[src/rtl/toy_cpu_pkg.sv]
// toy_cpu_pkg: shared definitions for the toy_cpu_gen2 accumulator processor.
//   - one-hot opcode constants (low 8 bits of the instruction word)
//   - FSM state enum, STATE bit index constants and the state -> one-hot helper
//   - RORW read/write encodings
//   - needs_operand(): which opcodes carry an operand word
// Optional feature macro: TOY_CPU_BRANCH_EN (JMP/JZ fetch an operand only when defined).
package toy_cpu_pkg;

    localparam logic [7:0] OpNop = 8'h00;
    localparam logic [7:0] OpLdi = 8'h01;
    localparam logic [7:0] OpLda = 8'h02;
    localparam logic [7:0] OpAdd = 8'h04;
    localparam logic [7:0] OpSta = 8'h08;
    localparam logic [7:0] OpJmp = 8'h10;
    localparam logic [7:0] OpJz  = 8'h20;
    localparam logic [7:0] OpHlt = 8'h80;

    // Encoding value equals the STATE bit position.
    typedef enum logic [2:0] {
        StFetch   = 3'd0,
        StDecode  = 3'd1,
        StOpFetch = 3'd2,
        StOpLatch = 3'd3,
        StMemRd   = 3'd4,
        StExec    = 3'd5,
        StWrite   = 3'd6,
        StHalt    = 3'd7
    } state_e;

    localparam int unsigned IdxFetch   = 0;
    localparam int unsigned IdxDecode  = 1;
    localparam int unsigned IdxOpFetch = 2;
    localparam int unsigned IdxOpLatch = 3;
    localparam int unsigned IdxMemRd   = 4;
    localparam int unsigned IdxExec    = 5;
    localparam int unsigned IdxWrite   = 6;
    localparam int unsigned IdxHalt    = 7;

    localparam logic RorwRead  = 1'b1;
    localparam logic RorwWrite = 1'b0;

    function automatic logic [7:0] state_onehot(state_e s);
        return 8'b1 << s;
    endfunction

    // Opcodes not listed here (other than HLT) execute as 2-cycle NOPs.
    function automatic logic needs_operand(logic [7:0] op);
        case (op)
            OpLdi, OpLda, OpAdd, OpSta: return 1'b1;
`ifdef TOY_CPU_BRANCH_EN
            OpJmp, OpJz:                return 1'b1;
`endif
            default:                    return 1'b0;
        endcase
    endfunction

endpackage

[src/rtl/toy_cpu_gen2_if.sv]
// toy_cpu_gen2_if: shared memory bus between the CPU (master) and the memory (slave).
//   ADDR   [ADDR_W] address            D_OUT [DATA_W] write data
//   MEM_EN          access request      RORW           1 = read, 0 = write
//   D_IN   [DATA_W] read data, valid the cycle after a read request
interface toy_cpu_gen2_if #(
    parameter int unsigned DATA_W = 8,
    parameter int unsigned ADDR_W = 8
);
    logic [ADDR_W-1:0] ADDR;
    logic [DATA_W-1:0] D_IN;
    logic [DATA_W-1:0] D_OUT;
    logic              MEM_EN;
    logic              RORW;

    modport master (output ADDR, output D_OUT, output MEM_EN, output RORW, input D_IN);
    modport slave  (input ADDR, input D_OUT, input MEM_EN, input RORW, output D_IN);
endinterface

[src/rtl/toy_cpu_alu.sv]
// toy_cpu_alu: combinational DATA_W-bit adder / pass unit.
//   a_i, b_i  operands (a = accumulator, b = memory data)
//   add_i     1: result = a + b with carry out; 0: result = b, carry 0
//   result_o, carry_o, zero_o (result == 0)
module toy_cpu_alu #(
    parameter int unsigned DATA_W = 8
) (
    input  logic [DATA_W-1:0] a_i,
    input  logic [DATA_W-1:0] b_i,
    input  logic              add_i,
    output logic [DATA_W-1:0] result_o,
    output logic              carry_o,
    output logic              zero_o
);
    logic [DATA_W:0] sum;

    always_comb begin
        sum = {1'b0, a_i} + {1'b0, b_i};
        if (add_i) begin
            {carry_o, result_o} = sum;
        end else begin
            {carry_o, result_o} = {1'b0, b_i};
        end
        zero_o = (result_o == '0);
    end
endmodule

[src/rtl/toy_cpu_gen2.sv]
// toy_cpu_gen2: parametrised accumulator processor fetching one-hot opcodes over a shared bus.
//   CLK     rising-edge clock
//   RESET   synchronous active-low reset
//   bus     toy_cpu_gen2_if.master (ADDR, D_IN, D_OUT, MEM_EN, RORW)
//   STATE   one-hot state, bit 0 FETCH .. bit 7 HALT
//   ZERO    accumulator-zero flag, CARRY carry of the last ADD, HALTED high in HALT
// Optional feature macro: TOY_CPU_BRANCH_EN enables JMP/JZ; otherwise they are NOPs.
module toy_cpu_gen2
    import toy_cpu_pkg::*;
#(
    parameter int unsigned       DATA_W   = 8,
    parameter int unsigned       ADDR_W   = 8,
    parameter logic [ADDR_W-1:0] RESET_PC = '0
) (
    input  logic                  CLK,
    input  logic                  RESET,
    toy_cpu_gen2_if.master        bus,
    output logic [7:0]            STATE,
    output logic                  ZERO,
    output logic                  CARRY,
    output logic                  HALTED
);
    state_e            state_q;
    logic [ADDR_W-1:0] pc_q;
    logic [ADDR_W-1:0] addr_q, addr_d;
    logic [7:0]        ir_q;
    logic [DATA_W-1:0] opr_q;
    logic [DATA_W-1:0] acc_q;
    logic              z_q, c_q;
    // Low for the first cycle after reset is released, so the first FETCH
    // starts only after the reset edge has seen RESET high.
    logic              run_q;

    logic [DATA_W-1:0] alu_res;
    logic              alu_carry, alu_zero, alu_add;
    logic              mem_en, rorw;
    logic [DATA_W-1:0] d_out;
    logic [7:0]        state_oh;

    // Only the low ADDR_W bits of OPR form an address.
    logic unused_opr;
    assign unused_opr = ^(opr_q >> ADDR_W);

    assign alu_add = (state_q == StExec) && (ir_q == OpAdd);

    toy_cpu_alu #(
        .DATA_W (DATA_W)
    ) u_alu (
        .a_i      (acc_q),
        .b_i      (bus.D_IN),
        .add_i    (alu_add),
        .result_o (alu_res),
        .carry_o  (alu_carry),
        .zero_o   (alu_zero)
    );

    always_comb begin
        mem_en   = 1'b0;
        rorw     = RorwRead;
        addr_d   = addr_q;
        d_out    = '0;
        state_oh = state_onehot(state_q);
        unique case (state_q)
            StFetch, StOpFetch: begin
                mem_en = 1'b1;
                addr_d = pc_q;
            end
            StMemRd: begin
                mem_en = 1'b1;
                addr_d = opr_q[ADDR_W-1:0];
            end
            StWrite: begin
                mem_en = 1'b1;
                rorw   = RorwWrite;
                addr_d = opr_q[ADDR_W-1:0];
                d_out  = acc_q;
            end
            default: ;
        endcase
        // RESET low wins immediately so a WRITE cycle in reset never reaches memory.
        if (!RESET || !run_q) begin
            mem_en   = 1'b0;
            rorw     = RorwRead;
            addr_d   = RESET_PC;
            d_out    = '0;
            state_oh = state_onehot(StFetch);
        end
    end

    assign bus.MEM_EN = mem_en;
    assign bus.RORW   = rorw;
    assign bus.ADDR   = addr_d;
    assign bus.D_OUT  = d_out;
    assign STATE      = state_oh;
    assign HALTED     = state_oh[IdxHalt];
    assign ZERO       = z_q;
    assign CARRY      = c_q;

    always_ff @(posedge CLK) begin
        if (!RESET) begin
            state_q <= StFetch;
            pc_q    <= RESET_PC;
            addr_q  <= RESET_PC;
            ir_q    <= '0;
            opr_q   <= '0;
            acc_q   <= '0;
            z_q     <= 1'b1;
            c_q     <= 1'b0;
            run_q   <= 1'b0;
        end else if (!run_q) begin
            run_q <= 1'b1;
        end else begin
            addr_q <= addr_d;
            unique case (state_q)
                StFetch: state_q <= StDecode;
                StDecode: begin
                    ir_q <= bus.D_IN[7:0];
                    pc_q <= pc_q + ADDR_W'(1);
                    if (bus.D_IN[7:0] == OpHlt) begin
                        state_q <= StHalt;
                    end else if (needs_operand(bus.D_IN[7:0])) begin
                        state_q <= StOpFetch;
                    end else begin
                        state_q <= StFetch;
                    end
                end
                StOpFetch: state_q <= StOpLatch;
                StOpLatch: begin
                    opr_q   <= bus.D_IN;
                    pc_q    <= pc_q + ADDR_W'(1);
                    state_q <= StFetch;
                    case (ir_q)
                        OpLdi: begin
                            acc_q <= alu_res;
                            z_q   <= alu_zero;
                        end
`ifdef TOY_CPU_BRANCH_EN
                        OpJmp: pc_q <= bus.D_IN[ADDR_W-1:0];
                        OpJz: begin
                            if (z_q) begin
                                pc_q <= bus.D_IN[ADDR_W-1:0];
                            end
                        end
`endif
                        OpLda, OpAdd: state_q <= StMemRd;
                        OpSta:        state_q <= StWrite;
                        default: ;
                    endcase
                end
                StMemRd: state_q <= StExec;
                StExec: begin
                    acc_q   <= alu_res;
                    z_q     <= alu_zero;
                    if (ir_q == OpAdd) begin
                        c_q <= alu_carry;
                    end
                    state_q <= StFetch;
                end
                StWrite: state_q <= StFetch;
                StHalt:  state_q <= StHalt;
                default: state_q <= StFetch;
            endcase
        end
    end
endmodule

[src/flat_wrapper.sv]
// flat-port wrapper written by rule: the top's interface ports become plain ports
module toy_cpu_gen2_flat import toy_cpu_pkg::*;
#(
    parameter int unsigned       DATA_W   = 8,
    parameter int unsigned       ADDR_W   = 8,
    parameter logic [ADDR_W-1:0] RESET_PC = '0
)
  (CLK, RESET, STATE, ZERO, CARRY, HALTED, bus_ADDR, bus_D_OUT, bus_MEM_EN, bus_RORW, bus_D_IN);
  toy_cpu_gen2_if #(.DATA_W(DATA_W), .ADDR_W(ADDR_W)) bus_i ();
  input  logic CLK;
  input  logic RESET;
  output logic [7:0] STATE;
  output logic ZERO;
  output logic CARRY;
  output logic HALTED;
  output wire logic [$bits(bus_i.ADDR)-1:0] bus_ADDR;
  output wire logic [$bits(bus_i.D_OUT)-1:0] bus_D_OUT;
  output wire logic [$bits(bus_i.MEM_EN)-1:0] bus_MEM_EN;
  output wire logic [$bits(bus_i.RORW)-1:0] bus_RORW;
  input wire logic [$bits(bus_i.D_IN)-1:0] bus_D_IN;
  assign bus_ADDR = bus_i.ADDR;
  assign bus_D_OUT = bus_i.D_OUT;
  assign bus_MEM_EN = bus_i.MEM_EN;
  assign bus_RORW = bus_i.RORW;
  assign bus_i.D_IN = bus_D_IN;
  toy_cpu_gen2 #(.DATA_W(DATA_W), .ADDR_W(ADDR_W), .RESET_PC(RESET_PC)) u_core (.CLK(CLK), .RESET(RESET), .bus(bus_i), .STATE(STATE), .ZERO(ZERO), .CARRY(CARRY), .HALTED(HALTED));
endmodule
[config.mk]
export PLATFORM = sky130hd
export DESIGN_NAME = toy_cpu_gen2_flat
export DESIGN_NICKNAME = d
export VERILOG_FILES = /design/src/rtl/toy_cpu_pkg.sv /design/src/rtl/toy_cpu_gen2_if.sv /design/src/rtl/toy_cpu_alu.sv /design/src/rtl/toy_cpu_gen2.sv /design/src/flat_wrapper.sv
export SDC_FILE = /design/constraint.sdc
export NUM_CORES = 1
export LEC_CHECK = 0
export ABC_AREA = 1
export CAP_MARGIN = 20
export CELL_PAD_IN_SITES_DETAIL_PLACEMENT = 0
export CELL_PAD_IN_SITES_GLOBAL_PLACEMENT = 1
export CORE_MARGIN = 2
export CORE_UTILIZATION = 40
export CTS_CLUSTER_SIZE = 30
export DETAILED_ROUTE_END_ITERATION = 10
export DONT_BUFFER_PORTS = 1
export PLACE_DENSITY = 0.83
export SLEW_MARGIN = 20
export SYNTH_ARGS = -nofsm -noshare
export SYNTH_HDL_FRONTEND = slang
export SYNTH_SLANG_ARGS = --single-unit
[constraint.sdc]
create_clock -name CLK -period 1.65 [get_ports CLK]
set_input_delay 0.4125 -clock CLK [delete_from_list [all_inputs] [get_ports CLK]]
set_output_delay 0.4125 -clock CLK [all_outputs]
set_load 0.01 [all_outputs]
==> summary.txt, run 1 <==
Inserted Clock Buffers -> 5
required arrival time at the worst endpoint -> 1.24 ns
switching power share of the total -> 27.3%
global-route wire length before repair -> 12.0 mm
share of flip-flops with an asynchronous set or reset after synthesis -> 0%
number of design rule violations left after detail routing -> 3
fillcell total -> 631
critical path capture point type -> primary output
final hold violation count -> 0
outcome -> finished, violations left
H-tree depth -> 2
critical path fanouts, max -> 7
# nets final -> 472
Die Outline Area -> 7370 sq um
HP Class -> in2reg
Sw Pwr -> 0.000576 W
global-route met2 utilization -> 32.9%
internal cell power -> 0.00153 W
final hold slack -> 0.142 ns
clock sinks -> 46
count of state elements after synthesis -> 46
total wirelength of the detailed-routed design -> 7.39 mm
vias in the first global route -> 2522
area share of the leading cell type in the synthesized netlist -> 34.4%
final critical-path setup slack -> -0.0815 ns
clock-pin slew of the registers on the worst-case setup and hold paths -> 0.09 ns
growth of design area from synthesis to finish -> 34.0%
max-slew violation count -> 0
average instance area after synthesis -> 6.57 sq um
cell area after synthesis -> 2680 sq um
ANT cells -> 0
Storage cell area -> 940 sq um
number of I/O port buffers -> 0
PwrDens -> 587 nW/um^2
layout cell share with drive strength beyond 1 -> 30.5%
Worst Path Class, Setup -> reg2out
number of cells produced by synthesis -> 408
initial core utilization -> 41.7%
most used cells in the layout excluding fill and tap cells -> nand2_1, inv_1, dfxtp_1
average via count per standard cell -> 5.24
synth top area cells -> dfxtp_1, nand2_1, inv_1, o21ai_0, nor2_1
placeable core area -> 6420 sq um
Cell Rows -> 29
grt met3 use -> 4.04%
aggregate global routing overflow -> 0
die height -> 85.8 microns
Overall Power -> 0.00211 W
total leakage power -> 1.54 nW
headroom to the max-slew limit -> 77.8%
Synth Net Count -> 428
clock network fraction of total power -> 32.6%
post-detailed-placement cell area -> 2980 sq um
multi-input logic area -> 1760 sq um
largest buffer count on any clock path -> 2
part of the power in registers -> 54.5%
CTS tree -> done
I/O pins -> 39
share of synthesized area occupied by flip-flops and latches -> 34.4%
violated checks -> design-rule violations, negative setup slack
leading cell type in the layout, fill and taps excluded -> nand2_1
Synth Warn # -> 0
Peak supply drop -> 0.516 mV
sort of element at the start of the critical path -> flip-flop
starting DRC count in detailed routing -> 156
library cell occupying the most area in the post-synthesis netlist -> dfxtp_1
GRT Util Overall -> 20.4%
busiest layer in global routing -> met2
insertion delay to the later sink of the worst-skew pair -> 0.30 ns
Post-CTS Hold Buffers -> 0
GR Util met1 -> 28.4%
most used flip-flop cell after synthesis -> dfxtp_1
RSZ-0062 raised after global routing -> yes
Layout Utilization -> 55.9%
router iterations before antenna repair -> 8
Comb pwr share -> 12.8%
clock tree root buffer cell -> clkbuf_8
worst endpoint data arrival time -> 1.32 ns
remaining antenna violation count after routing -> 0
share of the cycle needed by the critical path after routing -> 105%
number of enable-type register cells in the synthesized netlist -> 0
number of antenna violations at the first check in global routing -> 0
final setup fails -> 21
detailed placer's ending HPWL -> 5.36 mm
number of max-capacitance violations reported -> 0
time the final worst path needs with I/O delays and setup -> 1.73 ns
routed length per instance -> 13.9 microns
Final GP Congestion -> 0.862
largest net degree at the start of global routing -> 33
final standard cell area without fillers -> 3590 sq um
max frequency -> 578 MHz
distinct cell type count of the synthesized netlist -> 37
Die X-Extent -> 85.8 microns
clock skew -> 0.00460 ns
via count of the routed design -> 2775
transition at the pin with the smallest max-transition slack -> 0.331 ns
## registers in the layout, indices dropped and copies added, names as in the netlist
signal          cells
u_core.ir_q         8
u_core.ZERO         1
u_core.CARRY        1
u_core.addr_q       8
u_core.state_q      3
u_core.run_q        1
u_core.pc_q         8
u_core.acc_q        8
u_core.opr_q        8
## cell usage after synthesis, drive strengths merged, types with 3 or more instances
cell type,count
a21oi,36
buf,6
clkbuf,3
dfxtp,46
ha,9
inv,75
nand2,84
nand3,27
nand4,4
nor2,53
nor3,6
o21ai,40
o221ai,7
## power groups by stage
| stage | Sequential, W | Combinational [W] | Clock, W |
|---|---|---|---|
| floorplan | 0.00117 | 0.000164 | 0 |
| global placement | 0.00118 | 0.000212 | 0 |
| detailed placement | 0.00118 | 0.000214 | 0 |
| CTS | 0.00115 | 0.000238 | 0.000707 |
| global route | 0.00115 | 0.000302 | 0.000752 |
| finish | 0.00115 | 0.000271 | 0.000688 |
## final timing paths
| check | from | to | slack, ns | depth (start not counted) |
|---|---|---|---|---|
| worst min-delay path | RESET | u_core.run_q$_DFF_P_ | 0.14 | 0 |
| worst max-delay path | u_core.state_q[0]$_SDFFE_PN0P_ | bus_ADDR[1] | -0.08 | 6 |
| worst min register to register | u_core.addr_q[1]$_SDFFE_PN0P_ | u_core.addr_q[1]$_SDFFE_PN0P_ | 0.48 | 2 |
| worst max register to register | u_core.acc_q[0]$_SDFFE_PN0P_ | u_core.ZERO$_SDFFE_PN1P_ | 0.03 | 11 |
## layout make-up
cell class,instances,share of cell area (%)
Tap cell,77,2.68
Clock buffer,6,2.02
Clock inverter,2,0.384
Sequential cell,46,26.2
Inverter,76,8.44
Timing Repair Buffer,45,11.3
Multi-Input combinational cell,278,49.0
## stage by stage
step	setup TNS [ns]	setup WS, ns	instances
finish	-0.959	-0.0815	530
global route	-2.54	-0.162	530
CTS	-0.900	-0.0611	521
detailed placement	-0.647	-0.130	509
global placement	-0.485	-0.105	509
floorplan	-0.0112	-0.0112	408
## what timing repair did
| action | in CTS | in global routing |
|---|---|---|
| buffers inserted | 3 | 9 |
| pin swaps | 13 | 11 |
| setup endpoints to repair | 32 | 36 |
| gates resized for setup | 67 | 49 |
| gates cloned | 1 | 0 |
## kinds of logic after synthesis
family / count (synthesis) / share of synthesized area [%]
and+or+nand+nor: 178 / 28.5
AOI/OAI and AO/OA: 88 / 18.9
buffers and inverters: 85 / 12.9
DFF: 46 / 34.4
adders and majority gates: 10 / 4.95
xor gates and xnor gates: 1 / 0.327
## worst max-delay path, cell delays in order, from the launching register on
cell and delay (ns):
dfxtp_4 0.40, nor2_2 0.16, buf_4 0.16, nand2_1 0.05, o211ai_1 0.09, nand2_1 0.10, inv_2 0.08
## routing by layer
layer / vias up / part of all wire [%]
met5: - / 0
met4: 0 / 0.77
met3: 8 / 5.4
met2: 64 / 48
met1: 1297 / 46
li1: 1406 / -
(Power assumes the default switching activity.)
==> inputs of run 2 (changes only) <==
- CAP_MARGIN: 20 -> 15
==> results of run 2 <==
The final DEF is identical to that of run 1; final timing and power are the same.
==> inputs of run 3 (changes only) <==
- CORE_MARGIN: 2 -> 5
==> summary.txt, run 3 (synthesized netlist as in run 1, its figures left out) <==
router iterations before antenna repair -> 5 (-3)
starting DRC count in detailed routing -> 141 (-9.6%)
initial core utilization -> 41.7% (unchanged)
total leakage power -> 1.48 nW (-4.0%)
final critical-path setup slack -> -0.101 ns (-0.0197 ns)
routed length per instance -> 14.9 microns (+6.8%)
final standard cell area without fillers -> 3480 sq um (-3.1%)
fillcell total -> 649 (+2.9%)
transition at the pin with the smallest max-transition slack -> 0.358 ns (+0.0269 ns)
headroom to the max-slew limit -> 75.9% (-2.0 points)
worst-case reg-to-reg path depth -> 12 (+1)
number of antenna violations at the first check in global routing -> 0 (unchanged)
GRT Util Overall -> 18.5% (-1.9 points)
Die Outline Area -> 8430 sq um (+14%)
leading cell type in the layout, fill and taps excluded -> nand2_1
Hold Path Depth -> 0 (unchanged)
clock skew -> 0.00929 ns (+0.00469 ns)
most used cells in the layout excluding fill and tap cells -> nand2_1, inv_1, dfxtp_1
# nets final -> 465 (-1.5%)
outcome -> finished, violations left
time the final worst path needs with I/O delays and setup -> 1.75 ns (+0.0197 ns)
post-placement worst setup slack -> -0.109 ns (+0.0206 ns)
Inserted Clock Buffers -> 5 (unchanged)
I/O pins -> 39 (unchanged)
die height -> 91.8 microns (+7.0%)
ANT cells -> 0 (unchanged)
vias in the first global route -> 2615 (+3.7%)
Die X-Extent -> 91.8 microns (+7.0%)
largest buffer count on any clock path -> 2 (unchanged)
Storage cell area -> 938 sq um (-0.13%)
sort of element at the start of the critical path -> flip-flop
worst endpoint data arrival time -> 1.34 ns (+0.02 ns)
global-route wire length before repair -> 12.8 mm (+6.1%)
register-to-register setup slack -> -0.01 ns (-0.04 ns)
final hold violation count -> 0 (unchanged)
aggregate global routing overflow -> 0 (unchanged)
Post-CTS Hold Buffers -> 0 (unchanged)
critical path capture point type -> primary output
insertion delay to the later sink of the worst-skew pair -> 0.31 ns (about the same)
max frequency -> 571 MHz (-1.1%)
Peak supply drop -> 0.390 mV (-24%)
multi-input logic area -> 1750 sq um (-0.28%)
max-slew violation count -> 0 (unchanged)
Final Non-Filler Cells -> 523 (-1.3%)
via count of the routed design -> 2752 (-0.83%)
Reg-to-Reg End -> u_core.ZERO$_SDFFE_PN1P_
Cell Rows -> 29 (unchanged)
post-detailed-placement cell area -> 2990 sq um (+0.25%)
detailed placer's ending HPWL -> 5.49 mm (+2.4%)
PwrDens -> 615 nW/um^2 (+4.8%)
clock-pin slew of the registers on the worst-case setup and hold paths -> 0.10 ns (about the same)
Final GP Congestion -> 0.870 (+0.99%)
CTS tree -> done
number of I/O port buffers -> 0 (unchanged)
critical path fanouts, max -> 8 (+1)
Final TNS setup -> -1.64 ns (-0.676 ns)
clock tree root buffer cell -> clkbuf_8
worst hold path startpoint -> RESET
Hold Path Sink -> u_core.run_q$_DFF_P_
final setup fails -> 22 (+4.8%)
violated checks -> negative setup slack
placed cell count -> 510 (+0.20%)
RSZ-0062 raised after global routing -> yes
Worst Path Class, Setup -> reg2out
share of the cycle needed by the critical path after routing -> 106% (+1.2 points)
HP Class -> in2reg
number of max-capacitance violations reported -> 0 (unchanged)
growth of design area from synthesis to finish -> 29.8%
total wirelength of the detailed-routed design -> 7.79 mm (+5.4%)
H-tree depth -> 2 (unchanged)
remaining antenna violation count after routing -> 0 (unchanged)
clock sinks -> 46 (unchanged)
Reg2Reg Launch Point -> u_core.acc_q[0]$_SDFFE_PN0P_
placeable core area -> 6420 sq um (unchanged)
number of design rule violations left after detail routing -> 0 (-3)
final hold slack -> 0.131 ns (-0.0107 ns)
largest net degree at the start of global routing -> 33 (unchanged)
required arrival time at the worst endpoint -> 1.24 ns (about the same)
average via count per standard cell -> 5.26 (+0.50%)
layout cell share with drive strength beyond 1 -> 30.0% (-0.42 points)
[run 3: stage by stage]
step | utilization (%) | power, W
3_5_place_dp | 46.6 | 0.00140
3_3_place_gp | 46.6 | 0.00140
4_1_cts | 51.7 | 0.00214
2_1_floorplan | - | 0.00133
5_1_grt | 54.2 | 0.00224
6_report | 54.2 | 0.00214
[run 3: worst max-delay path, cell delays in order (launching register included)]
cell	delay (ns)
dfxtp_4	0.41
nor3_4	0.24
buf_6	0.16
nand2_8	0.09
buf_6	0.13
[run 3: repair_timing]
item                       4_1_cts  5_1_grt
gates resized for setup         68       37
pin swaps                       15        6
gates cloned                     1        0
setup endpoints to repair       30       38
buffers inserted                 3        1
[run 3: routing by layer]
layer / vias to the layer above / global-route usage, % / wire [microns]
met5: - / 0 / 0
met4: 0 / 5.20 / 119
met3: 16 / 4.58 / 417
met2: 57 / 30.6 / 3770
met1: 1280 / 24.1 / 3480
li1: 1399 / - / -
[run 3: power by group]
group	leakage, nW	internal (W)	switching [W]
clock network	0.0441	0.000299	0.000421
registers	0.376	0.00113	0.0000254
logic	1.06	0.000104	0.000165
[run 3: how the worst max path moves through the flow]
stage                                   start                       end  slack [ns]
4_1_cts        u_core.state_q[0]$_SDFFE_PN0P_               bus_ADDR[2]        -0.1
6_report       u_core.state_q[0]$_SDFFE_PN0P_                  bus_RORW       -0.10
3_3_place_gp                      bus_D_IN[0]  u_core.ZERO$_SDFFE_PN1P_       -0.10
3_5_place_dp                      bus_D_IN[0]  u_core.ZERO$_SDFFE_PN1P_       -0.11
2_1_floorplan                     bus_D_IN[0]  u_core.ZERO$_SDFFE_PN1P_       -0.01
5_1_grt        u_core.state_q[0]$_SDFFE_PN0P_               bus_ADDR[2]       -0.18
[run 3: area by class of cell]
cell class | count | share of cell area [%]
repair buffers | 38 | 8.74
inverters | 76 | 8.56
clock inverters | 3 | 0.612
flip-flops and latches | 46 | 27.0
clock buffers | 5 | 1.98
multi-input cells | 278 | 50.4
well taps | 77 | 2.77
